**src/rtl/branch_predictor_bht.sv**
```systemverilog
// Tagged branch history table: combinational decode-stage lookup, MEM-stage counter training.
// Optional lookup/mispredict statistics counters are built when BPRED_STATS_EN is defined.

module bht_entry #(
  parameter int CNT_W  = 2,
  parameter int TW     = 8,
  parameter bit TAG_EN = 1'b1
) (
  input  logic             clk,
  input  logic             rst_n,
  input  logic             i_clear,
  input  logic             i_we,
  input  logic [TW-1:0]    i_tag,
  input  logic             i_taken,
  output logic             o_valid,
  output logic [TW-1:0]    o_tag,
  output logic [CNT_W-1:0] o_cnt
);
  localparam logic [CNT_W-1:0] CNT_MAX = '1;
  localparam logic [CNT_W-1:0] WEAK_T  = CNT_W'(1) << (CNT_W-1);
  localparam logic [CNT_W-1:0] WEAK_NT = WEAK_T - CNT_W'(1);

  logic             r_valid;
  logic [TW-1:0]    r_tag;
  logic [CNT_W-1:0] r_cnt;
  logic             w_hit;

  assign w_hit = r_valid & (!TAG_EN || (r_tag == i_tag));

  always_ff @(posedge clk or negedge rst_n) begin
    if (!rst_n) begin
      r_valid <= 1'b0;
      r_tag   <= '0;
      r_cnt   <= WEAK_NT;
    end else if (i_clear) begin
      r_valid <= 1'b0;
    end else if (i_we) begin
      r_valid <= 1'b1;
      r_tag   <= i_tag;
      if (w_hit) begin
        if (i_taken && r_cnt != CNT_MAX)   r_cnt <= r_cnt + CNT_W'(1);
        else if (!i_taken && r_cnt != '0) r_cnt <= r_cnt - CNT_W'(1);
      end else begin
        // a miss re-allocates the slot at the weak state matching the outcome
        r_cnt <= i_taken ? WEAK_T : WEAK_NT;
      end
    end
  end

  assign o_valid = r_valid;
  assign o_tag   = r_tag;
  assign o_cnt   = r_cnt;
endmodule

module branch_predictor_bht #(
  parameter int ENTRIES = 16,
  parameter int CNT_W   = 2,
  parameter int TAG_W   = 8
) (
  input  logic        clk,
  input  logic        rst_n,
  input  logic        clear,
  input  logic        lookup_valid,
  input  logic [31:0] lookup_pc,
  input  logic [31:0] lookup_offset,
  output logic        predict_taken,
  output logic [31:0] predict_target,
  input  logic        update_valid,
  input  logic [31:0] update_pc,
  input  logic        update_taken,
  input  logic        update_mispredict,
  output logic [31:0] stat_lookups,
  output logic [31:0] stat_mispredicts
);
  localparam int IDX = $clog2(ENTRIES);
  localparam int TW  = (TAG_W > 0) ? TAG_W : 1;

  logic [ENTRIES-1:0]            w_valid;
  logic [ENTRIES-1:0][TW-1:0]    w_tag;
  logic [ENTRIES-1:0][CNT_W-1:0] w_cnt;
  logic [ENTRIES-1:0]            w_we;
  logic [IDX-1:0]                w_lk_idx, w_up_idx;
  logic [TW-1:0]                 w_lk_tag, w_up_tag;
  logic                          w_lk_hit;
  logic                          w_unused;

  assign w_lk_idx = lookup_pc[IDX+1:2];
  assign w_up_idx = update_pc[IDX+1:2];

  generate
    if (TAG_W > 0) begin : g_tag
      assign w_lk_tag = lookup_pc[IDX+TAG_W+1:IDX+2];
      assign w_up_tag = update_pc[IDX+TAG_W+1:IDX+2];
    end else begin : g_notag
      assign w_lk_tag = '0;
      assign w_up_tag = '0;
    end
  endgenerate

  genvar gi;
  generate
    for (gi = 0; gi < ENTRIES; gi++) begin : g_ent
      assign w_we[gi] = update_valid && (w_up_idx == IDX'(gi));
      bht_entry #(.CNT_W(CNT_W), .TW(TW), .TAG_EN(TAG_W > 0)) u_ent (
        .clk     (clk),
        .rst_n   (rst_n),
        .i_clear (clear),
        .i_we    (w_we[gi]),
        .i_tag   (w_up_tag),
        .i_taken (update_taken),
        .o_valid (w_valid[gi]),
        .o_tag   (w_tag[gi]),
        .o_cnt   (w_cnt[gi])
      );
    end
  endgenerate

  // reads the registered entry, so a same-cycle update to this slot is not visible yet
  assign w_lk_hit       = w_valid[w_lk_idx] & ((TAG_W == 0) || (w_tag[w_lk_idx] == w_lk_tag));
  assign predict_taken  = lookup_valid & w_lk_hit & w_cnt[w_lk_idx][CNT_W-1];
  assign predict_target = lookup_pc + lookup_offset;

`ifdef BPRED_STATS_EN
  logic [31:0] r_stat_lk, r_stat_mis;
  always_ff @(posedge clk or negedge rst_n) begin
    if (!rst_n) begin
      r_stat_lk  <= '0;
      r_stat_mis <= '0;
    end else begin
      if (lookup_valid)                      r_stat_lk  <= r_stat_lk + 32'd1;
      if (update_valid && update_mispredict) r_stat_mis <= r_stat_mis + 32'd1;
    end
  end
  assign stat_lookups     = r_stat_lk;
  assign stat_mispredicts = r_stat_mis;
  assign w_unused         = ^update_pc;
`else
  assign stat_lookups     = 32'b0;
  assign stat_mispredicts = 32'b0;
  assign w_unused         = ^{update_pc, update_mispredict};
`endif
endmodule

```
**config.mk**
```make
export PLATFORM = sky130hd
export DESIGN_NAME = branch_predictor_bht
export DESIGN_NICKNAME = d
export VERILOG_FILES = /design/src/rtl/branch_predictor_bht.sv
export SDC_FILE = /design/constraint.sdc
export NUM_CORES = 1
export LEC_CHECK = 0
export CAP_MARGIN = 20
export CORE_AREA = 2 2 261 199
export CTS_CLUSTER_DIAMETER = 100
export CTS_CLUSTER_SIZE = 16
export DETAILED_ROUTE_END_ITERATION = 8
export DIE_AREA = 0 0 263 201
export PLACE_DENSITY_LB_ADDON = 0.2
export SYNTH_ARGS = -nofsm -noshare
export SYNTH_HDL_FRONTEND = slang
export SYNTH_HIERARCHICAL = 1
export SYNTH_SLANG_ARGS = --single-unit
```
**constraint.sdc**
```tcl
create_clock -name clk -period 7.7 [get_ports clk]
set_clock_uncertainty 0.2 [all_clocks]
set_input_delay 1.54 -clock clk [delete_from_list [all_inputs] [get_ports clk]]
set_output_delay 1.54 -clock clk [all_outputs]
set_load 0.02 [all_outputs]
```
==> qor.yml <==
cts_root_buf: "clkbuf_16"
p_seq_frac: 0.427
cellPowerDensity_nw_per_um2: 214
cp.required_ns: 5.96
critPathLaunch: "lookup_pc[9]"
synth_top_area_cell: "dfrtp_1"
synth_commonest_cells: "nand2_1, dfrtp_1, xnor2_1"
cts_tree: "built"
synth_most_common_cell: "nand2_1"
worstSkewPairLatency_ns: 0.46
leakage_nw: 5.96
async_flop_share: 1.00
dieArea_um2: 52900
synth_top_cell_area_share: 0.321
seq_area_frac_synth: 0.355
grt_max_degree: 65
crit_path_start_kind: "primary input"
wirelength_mm: 40.0
place.gp.congestion: 0.811
dp_hpwl_mm: 29.1
critPathArrivalTime_ns: 5.32
max_freq_ghz: 0.142
report.final.slew_viol_count: 0
ys_ff_latch: 176
yosys_warnings: 6
row_count: 72
top_usage_layer: "met1"
cp_max_fo: 7
drv_cap: 0
p_int_mw: 2.04
syn_inst: 1460
cts-resized-gates: 0
drt-pass1-iter-count: 7
use_met2: 0.208
hold_class: "reg2reg"
route.detailed.drc: 0
setup_viol_count_final: 0
diodes: 0
ys.flop_type: "dfrtp_1"
grt_pass1_vias: 9875
numPortBuffers: 114
cts_hold_buf: 0
dpl_worst_slack_ns: 0.648
timing.rr.start: "g_ent[14].u_ent/o_tag[4]$_DFFE_PN0P_"
post-route-period-util: 0.917
clkPwrFrac: 0.280
grtUsageTotal: 0.151
cts_buffer_depth: 2
grtUsageMet1: 0.236
worst_pin_slew_ns: 1.07
grt_overflow: 0
clk_pin_slew_ns: 0.06
vdd_ir_drop_max_uv: 161
rsz0062_at_grt: "false"
status: "complete, no violations"
start_util: 0.246
die-height_um: 201
antenna_found_initial: 1
clock-sinks: 176
endpoint_kind: "output pin"
htree_levels: 4
wl_per_cell_um: 17.9
cts_setup_buffers: 0
synth_area_um2: 12500
hold_viol: 0
io_pins: 200
viasPerCell: 4.73
nNetsFinal: 1690
worst_slack_ns: 0.636
p_comb_frac: 0.293
cts_buffers: 17
gr-usage-met3: 0.0353
path_class: "in2out"
synth_cell_type_count: 55
hold_start: "g_ent[15].u_ent/o_tag[1]$_DFFE_PN0P_"
die_w_um: 263
fin_crit_ns: 7.06
grt_pass1_wl_mm: 61.3
synth_area_per_cell_um2: 8.55
area_delta_synth_final_pct: 17.0
via_count: 10600
fin_setup_tns_ns: 0
drive_above_1_share: 0.0778
power.switching_mw: 1.09
drt_iter0_drc: 929
coreArea_um2: 50600
yosys-top-cells-area: "dfrtp_1, nand2_1, xnor2_1"
swShare: 0.348
slew-limit-headroom: 0.287
synth_edf_count: 0
ant_nets: 0
-- logic make-up after synthesis --
| family | share of synthesized area |
|---|---|
| multiplexers | 0.0708 |
| buffers and inverters | 0.0591 |
| other | 0.000301 |
| AO/OA/AOI/OAI | 0.109 |
| adder cells (fa/ha/maj) | 0.0327 |
| AND/OR/NAND/NOR | 0.256 |
| XOR/XNOR | 0.117 |
| flip-flops | 0.355 |
-- flip-flops by register name, indices dropped and copies added (netlist names) --
name,flops
g_ent.u_ent/o_cnt,32
g_ent.u_ent/o_tag,128
g_ent.u_ent/o_valid,16
-- layer usage --
| layer | vias to the layer above | share of wire |
|---|---|---|
| li1 | 5121 | - |
| met1 | 5135 | 0.53 |
| met2 | 272 | 0.40 |
| met3 | 28 | 0.060 |
| met4 | 0 | 0.011 |
| met5 | - | 0 |
-- final cells by class --
cell class	instances	area [µm²]
Clock buffer	24	502
Clock inverter	8	78.8
Fill cell	5338	36000
Inverter	16	60.1
Multi-Input combinational cell	1223	7550
Sequential cell	176	4420
Tap cell	666	833
Timing Repair Buffer	121	1150
-- placed cells by master (no fill, tap or decap), types with 10 or more instances in the layout --
cell type / count
nand2b_1: 21
o41a_2: 16
nor4_1: 16
nand4_1: 21
nor2b_1: 34
clkbuf_16: 17
a21oi_1: 50
nor4b_1: 16
clkdlybuf4s50_1: 101
o211ai_1: 18
ha_1: 31
buf_2: 12
or4_1: 18
xor2_1: 13
a21o_1: 10
o21bai_1: 19
dfstp_2: 16
conb_1: 64
dfrtp_1: 160
nor2_1: 75
xnor2_1: 154
nand2_1: 452
o31ai_1: 17
nand3_1: 46
inv_1: 16
o21ai_0: 37
mux4_2: 37
-- through the flow --
| step | instances | power, mW | hold slack, ns | utilization | instance area [µm²] |
|---|---|---|---|---|---|
| after detailed placement | 2202 | 2.26 | 0.308 | 0.277 | 14000 |
| after global routing | 2234 | 3.31 | 0.344 | 0.288 | 14600 |
| after global placement | 2202 | 2.25 | 0.302 | 0.277 | 14000 |
| final | 2234 | 3.13 | 0.318 | 0.288 | 14600 |
| after CTS | 2234 | 3.15 | 0.323 | 0.288 | 14600 |
| after floorplan | 1523 | 1.91 | 0.283 | - | 12700 |
-- power groups by stage --
stage	sequential [mW]	clock [mW]	combinational, mW
finish	1.33	0.875	0.918
global route	1.36	0.937	1.01
CTS	1.33	0.900	0.921
detailed placement	1.35	0	0.916
global placement	1.34	0	0.908
floorplan	1.26	0	0.648
-- path summary, 6_finish.rpt --
| check | to | slack [ns] | depth (start not counted) |
|---|---|---|---|
| worst min register to register | g_ent[15].u_ent/o_tag[1]$_DFFE_PN0P_ | 0.32 | 2 |
| min in group asynchronous | g_ent[2].u_ent/o_tag[7]$_DFFE_PN0P_ | 0.87 | 1 |
| worst max-delay path | predict_target[31] | 0.64 | 10 |
| worst max register to register | g_ent[14].u_ent/o_cnt[0]$_DFFE_PN1P_ | 5.75 | 4 |
| worst min-delay path | g_ent[15].u_ent/o_tag[1]$_DFFE_PN0P_ | 0.32 | 2 |
| max in group asynchronous | g_ent[3].u_ent/o_tag[7]$_DFFE_PN0P_ | 5.16 | 2 |
-- worst max-delay path, cell delays in order --
cell and delay (ns):
clkdlybuf4s50_1 0.62, ha_1 0.50, and4_1 0.25, a211o_1 0.32
o311ai_0 0.69, nand4_1 0.21, o211ai_1 0.25, nor2_1 0.09
a211oi_1 0.19, clkdlybuf4s50_1 0.66
Note: power is estimated with default switching activity, not from simulation.
